### src/rtl/icache_pkg.sv
// Shared definitions for the direct-mapped instruction cache.
package icache_pkg;

  localparam int unsigned INDEX_BITS_DEF = 4;

  // Tag width left over from a 32-bit word address once index and byte offset are removed.
  function automatic int unsigned tag_bits(input int unsigned index_bits);
    return 32 - index_bits - 2;
  endfunction

  localparam int unsigned TAG_BITS_DEF = tag_bits(INDEX_BITS_DEF);

  typedef enum logic {
    IDLE = 1'b0,
    MISS = 1'b1
  } state_e;

endpackage

### src/rtl/icache_array.sv
// Line storage: valid/tag/data with one combinational read port and one synchronous write port.
module icache_array
  import icache_pkg::*;
#(
  parameter int unsigned INDEX_BITS = INDEX_BITS_DEF,
  parameter int unsigned TAG_BITS   = tag_bits(INDEX_BITS)
) (
  input  logic                  clk,
  input  logic                  rst,
  input  logic [INDEX_BITS-1:0] rd_idx_i,
  output logic                  rd_valid_o,
  output logic [TAG_BITS-1:0]   rd_tag_o,
  output logic [31:0]           rd_data_o,
  input  logic                  we_i,
  input  logic [INDEX_BITS-1:0] wr_idx_i,
  input  logic [TAG_BITS-1:0]   wr_tag_i,
  input  logic [31:0]           wr_data_i
);

  localparam int unsigned LINES = 1 << INDEX_BITS;

  logic [LINES-1:0]    valid_q;
  logic [TAG_BITS-1:0] tag_q  [LINES];
  logic [31:0]         data_q [LINES];

  // Valid bits: cleared asynchronously, set when a line is filled.
  always_ff @(posedge clk or negedge rst) begin
    if (!rst) begin
      valid_q <= '0;
    end else if (we_i) begin
      valid_q[wr_idx_i] <= 1'b1;
    end
  end

  // Tag/data fill; these arrays carry no reset since valid gates their use.
  always_ff @(posedge clk) begin
    if (we_i) begin
      tag_q[wr_idx_i]  <= wr_tag_i;
      data_q[wr_idx_i] <= wr_data_i;
    end
  end

  // Combinational lookup.
  always_comb begin
    rd_valid_o = valid_q[rd_idx_i];
    rd_tag_o   = tag_q[rd_idx_i];
    rd_data_o  = data_q[rd_idx_i];
  end

endmodule

### src/rtl/icache.sv
// Direct-mapped instruction cache controller: hit/miss FSM, fetch cancellation and output registers.
module icache
  import icache_pkg::*;
#(
  parameter int unsigned INDEX_BITS = INDEX_BITS_DEF
) (
  input  logic        clk,
  input  logic        rst,
  input  logic        rdy,
  input  logic        fetch_valid,
  input  logic [31:0] fetch_pc,
  input  logic        flush,
  output logic        busy,
  output logic [31:0] ins_out,
  output logic        ins_valid,
  output logic        ic_flag,
  output logic [31:0] ins_addr,
  input  logic [31:0] ins,
  input  logic        ins_rdy
);

  localparam int unsigned TAG_BITS = tag_bits(INDEX_BITS);

  state_e      state_q, state_d;
  logic        cancel_q, cancel_d;
  logic        ins_valid_q, ins_valid_d;
  logic [31:0] ins_out_q, ins_out_d;
  logic        ic_flag_q, ic_flag_d;
  logic [31:0] ins_addr_q, ins_addr_d;

  logic                  rd_valid;
  logic [TAG_BITS-1:0]   rd_tag;
  logic [31:0]           rd_data;
  logic                  hit;
  logic                  we;

  // The refill target comes from the latched miss address, not fetch_pc,
  // so upstream may change fetch_pc freely while a miss is outstanding.
  icache_array #(
    .INDEX_BITS (INDEX_BITS),
    .TAG_BITS   (TAG_BITS)
  ) u_array (
    .clk        (clk),
    .rst        (rst),
    .rd_idx_i   (fetch_pc[INDEX_BITS+1:2]),
    .rd_valid_o (rd_valid),
    .rd_tag_o   (rd_tag),
    .rd_data_o  (rd_data),
    .we_i       (we),
    .wr_idx_i   (ins_addr_q[INDEX_BITS+1:2]),
    .wr_tag_i   (ins_addr_q[31:INDEX_BITS+2]),
    .wr_data_i  (ins)
  );

  assign hit       = rd_valid && (rd_tag == fetch_pc[31:INDEX_BITS+2]);
  assign we        = rdy && (state_q == MISS) && ins_rdy;
  assign busy      = (state_q == MISS);
  assign ins_out   = ins_out_q;
  assign ins_valid = ins_valid_q;
  assign ic_flag   = ic_flag_q;
  assign ins_addr  = ins_addr_q;

  // State and output registers; everything holds while rdy is low.
  always_ff @(posedge clk or negedge rst) begin
    if (!rst) begin
      state_q     <= IDLE;
      cancel_q    <= 1'b0;
      ins_valid_q <= 1'b0;
      ins_out_q   <= '0;
      ic_flag_q   <= 1'b0;
      ins_addr_q  <= '0;
    end else begin
      state_q     <= state_d;
      cancel_q    <= cancel_d;
      ins_valid_q <= ins_valid_d;
      ins_out_q   <= ins_out_d;
      ic_flag_q   <= ic_flag_d;
      ins_addr_q  <= ins_addr_d;
    end
  end

  // Next-state: accept/lookup in IDLE, wait for refill in MISS.
  always_comb begin
    state_d     = state_q;
    cancel_d    = cancel_q;
    ins_valid_d = ins_valid_q;
    ins_out_d   = ins_out_q;
    ic_flag_d   = ic_flag_q;
    ins_addr_d  = ins_addr_q;
    if (rdy) begin
      ins_valid_d = 1'b0;
      unique case (state_q)
        IDLE: begin
          if (fetch_valid && !flush) begin
            if (hit) begin
              ins_valid_d = 1'b1;
              ins_out_d   = rd_data;
            end else begin
              ic_flag_d  = 1'b1;
              ins_addr_d = fetch_pc & ~32'h3;
              cancel_d   = 1'b0;
              state_d    = MISS;
            end
          end
        end
        MISS: begin
          if (flush) begin
            cancel_d = 1'b1;
          end
          if (ins_rdy) begin
            ic_flag_d = 1'b0;
            cancel_d  = 1'b0;
            state_d   = IDLE;
            // A flush arriving together with the completion also cancels it.
            if (!cancel_q && !flush) begin
              ins_valid_d = 1'b1;
              ins_out_d   = ins;
            end
          end
        end
        default: ;
      endcase
    end
  end

endmodule

### config.mk
export PLATFORM = sky130hd
export DESIGN_NAME = icache
export DESIGN_NICKNAME = d
export VERILOG_FILES = /design/src/rtl/icache_pkg.sv /design/src/rtl/icache_array.sv /design/src/rtl/icache.sv
export SDC_FILE = /design/constraint.sdc
export NUM_CORES = 1
export LEC_CHECK = 0
export BUFFER_PORTS_ARGS = -buffer_cell sky130_fd_sc_hd__buf_2
export CAP_MARGIN = 10
export CORE_MARGIN = 2
export CORE_UTILIZATION = 60
export DETAILED_ROUTE_END_ITERATION = 10
export PLACE_DENSITY = 0.79
export SYNTH_ARGS = -nofsm -noshare
export SYNTH_HDL_FRONTEND = slang
export SYNTH_SLANG_ARGS = --single-unit
### constraint.sdc
create_clock -name clk -period 6.5 [get_ports clk]
set_clock_uncertainty 0.05 [all_clocks]
set_input_delay 0.975 -clock clk [delete_from_list [all_inputs] [get_ports clk]]
set_output_delay 0.975 -clock clk [all_outputs]
set_load 0.03 [all_outputs]
==> flow_summary.toml <==
[floorplan]
fp-row-count = 93
die-area_sq_um = 67600
initial_core_util_pct = 60.9
pin_count = 137
die_h_um = 260
dieWidth_um = 260
core_area_sq_um = 64600

[cells_and_area]
drive_above_1_share_pct = 37.0
fill_cells = 3724
final_nets = 1952
area_delta_synth_final_pct = 13.1
fin_util_pct = 68.8

[sta]
timing.setup.tns_ns = 0
rsz0062_at_grt = "no"
max_freq_ghz = 0.237
period_minus_slack_ns = 4.21
hold_viol = 0
maxSlewViolCount = 0
maxSlewHeadroom_pct = 20.6
tightest_slew_ns = 1.19
setup_violations = 0
min_period_over_period_pct = 64.8

[global_route]
grt_use_total_pct = 27.3
grtUsageMet1_pct = 38.4
antenna_found_initial = 3
gr-total-overflow = 0
use_met2_pct = 43.8
gr-usage-met3_pct = 5.90
busiest_layer = "met2"
grt_pass1_wl_um = 131000
grt_max_degree = 70
grt_pass1_vias = 19643

[logic_synthesis]
ys_types = 57
synth.ff_latch_count = 1010
async_reset_ff_share_pct = 8.12
yosys-top-cells-area = "edfxtp_1, mux4_2, dfrtp_1, mux2_2, mux2i_1"
synthFlopType = "edfxtp_1"
syn_area_per_cell_sq_um = 23.4
yosys_warnings = 0
synth_edf_count = 928
yosys.area.top_type_share_pct = 70.9
ys_seq_area_share_pct = 76.1
synthTopCellsByCount = "edfxtp_1, mux4_2, dfrtp_1, mux2_2, mux2i_1"
synth_most_common_cell = "edfxtp_1"
netlist_area_sq_um = 39300
yosys.area.top_type = "edfxtp_1"
syn_inst = 1681

[power_and_ir_drop]
vdd_ir_drop_max_uv = 362
combinationalPowerShare_pct = 11.7
pwr-share-clk_pct = 36.3
power_uw = 16100
power_switching_uw = 4080
internal_power_uw = 12100
switching_share_pct = 25.2
pwr-share-seq_pct = 52.0
p_leak_uw = 0.0148
p_per_area_nw_per_um2 = 363

[clocking]
cts_resized = 0
holdBufCountCts = 0
numCtsBuffers = 98
cts_max_path_buffers = 3
htreeDepth = 3
clk_pin_slew_ns = 0.06
postCtsSetupBuffers = 0
cts_tree = "yes"
clkSinkCount = 1010
cts-root-buf = "clkbuf_16"
clk_latency_ns = 0.67

[setup_path]
worst-path-max-fanout = 69
cp_data_required_time_ns = 6.98
cp.arrival_ns = 4.69
r2r-start = "busy"
crit_path_max_incr_delay_ns = 0.49
cp_slowest_cell = "buf_8"
path_cells = "buf_8 > buf_4 > mux4_1 > mux4_2 > xnor2_1 > nand2_1 > nor4b_1 > nand4bb_1 > o21bai_4 > buf_4 > mux2_1"
cpLargestDelayFamily = "buffers and inverters"
end_kind = "flop"
cp-start-kind = "input pin"
critical_path_class = "in2reg"
worst-path-buf-inv = 3
startpoint = "fetch_pc[3]"
crit_top_cell = "buf_4"

[hold_path]
min_path_type = "in2async"

[status]
status = "complete, no violations"

[routing]
first_pass_iters = 5
drtAntennaViolNets = 0
drt_iter0_drc = 2234
viasPerCell = 6.64
wl_per_cell_um = 31.7
drc_errors = 0
vias = 18771
wl_um = 89600

[run]
maxCapViolations = 0

[placement]
port-buffer-count = 132
dp_hpwl_um = 46100
place_congestion = 0.820
cells in the final DEF, fill, tap and decap left out, types with 6 or more instances in the layout:
cell       instances
edfxtp_1         928
mux4_2           265
buf_2            127
clkbuf_16        101
dfrtp_1           81
mux2_2            68
buf_4             50
mux2i_1           41
mux2_4            24
xnor2_1           23
clkbuf_1          21
clkinv_1          18
or2_2             17
nand2_1           16
clkinv_2          13
nor2_4            12
bufinv_16         12
clkbuf_8          11
nor2_1             9
nand2b_1           9
nor3_1             9
a22oi_1            6
area by class of cell:
class | instances | area, sq um | area share (%)
Antenna cell | 3 | 7.51 | 0.0169
Sequential cell | 1010 | 29900 | 67.3
Clock buffer | 133 | 2760 | 6.20
Clock inverter | 53 | 602 | 1.35
Tap cell | 855 | 1070 | 2.41
Inverter | 4 | 15.0 | 0.0338
Timing Repair Buffer | 184 | 1130 | 2.55
Multi-Input combinational cell | 584 | 8940 | 20.1
cell families (layout without fill, tap and decap cells):
group	after synthesis	after routing	synth area share [%]
AND/OR/NAND/NOR	106	106	1.49
XOR/XNOR	25	25	0.557
buffers and inverters	88	374	1.44
flip-flops	1010	1010	76.1
multiplexers	408	408	19.6
other	1	5	0.00954
AO/OA/AOI/OAI	43	43	0.812
layer usage:
metal  part of all wire [%]  up-vias
li1                       -     7519
met3                    9.7      149
met4                    2.4        4
met1                     38     9966
met2                     50     1133
met5                  0.029        -
flip-flops by register name, indices dropped and copies added, names as in the netlist:
signal	cells
ic_flag	1
ins_out	32
cancel_q	1
u_array.tag_q	416
ins_addr	30
u_array.data_q	512
ins_valid	1
u_array.valid_q	16
busy	1
through the flow:
step / hold WS [ns] / setup slack, ns / std cells / instance area, sq um
detailed placement: 0.402 / 1.61 / 2637 / 41100
finish: 0.215 / 2.29 / 2826 / 44400
global placement: 0.396 / 1.66 / 2637 / 41100
global route: 0.242 / 2.03 / 2823 / 44400
floorplan: 0.384 / 0.388 / 1682 / 39300
CTS: 0.217 / 2.26 / 2823 / 44400
final timing paths:
| kind | slack, ns | cells past startpoint | to |
|---|---|---|---|
| worst max-delay path | 2.29 | 11 | ins_addr[4] |
| worst min-delay path | 0.22 | 1 | ins_out[19] |
| worst max register to register | 2.59 | 5 | u_array.tag_q[4][12] |
| worst min register to register | 0.42 | 1 | u_array.valid_q[11] |
| max in group asynchronous | 4.75 | 2 | busy |
| min in group clk | 0.42 | 1 | u_array.valid_q[11] |
power by group through the flow:
stage | clock network, uW | registers (uW) | logic, uW
2_1_floorplan | 0 | 8730 | 887
3_3_place_gp | 0 | 8430 | 1850
3_5_place_dp | 0 | 8500 | 1890
4_1_cts | 5920 | 8380 | 1910
5_1_grt | 6170 | 8460 | 1990
6_report | 5860 | 8390 | 1890
Power figures use the tool's default switching activity.
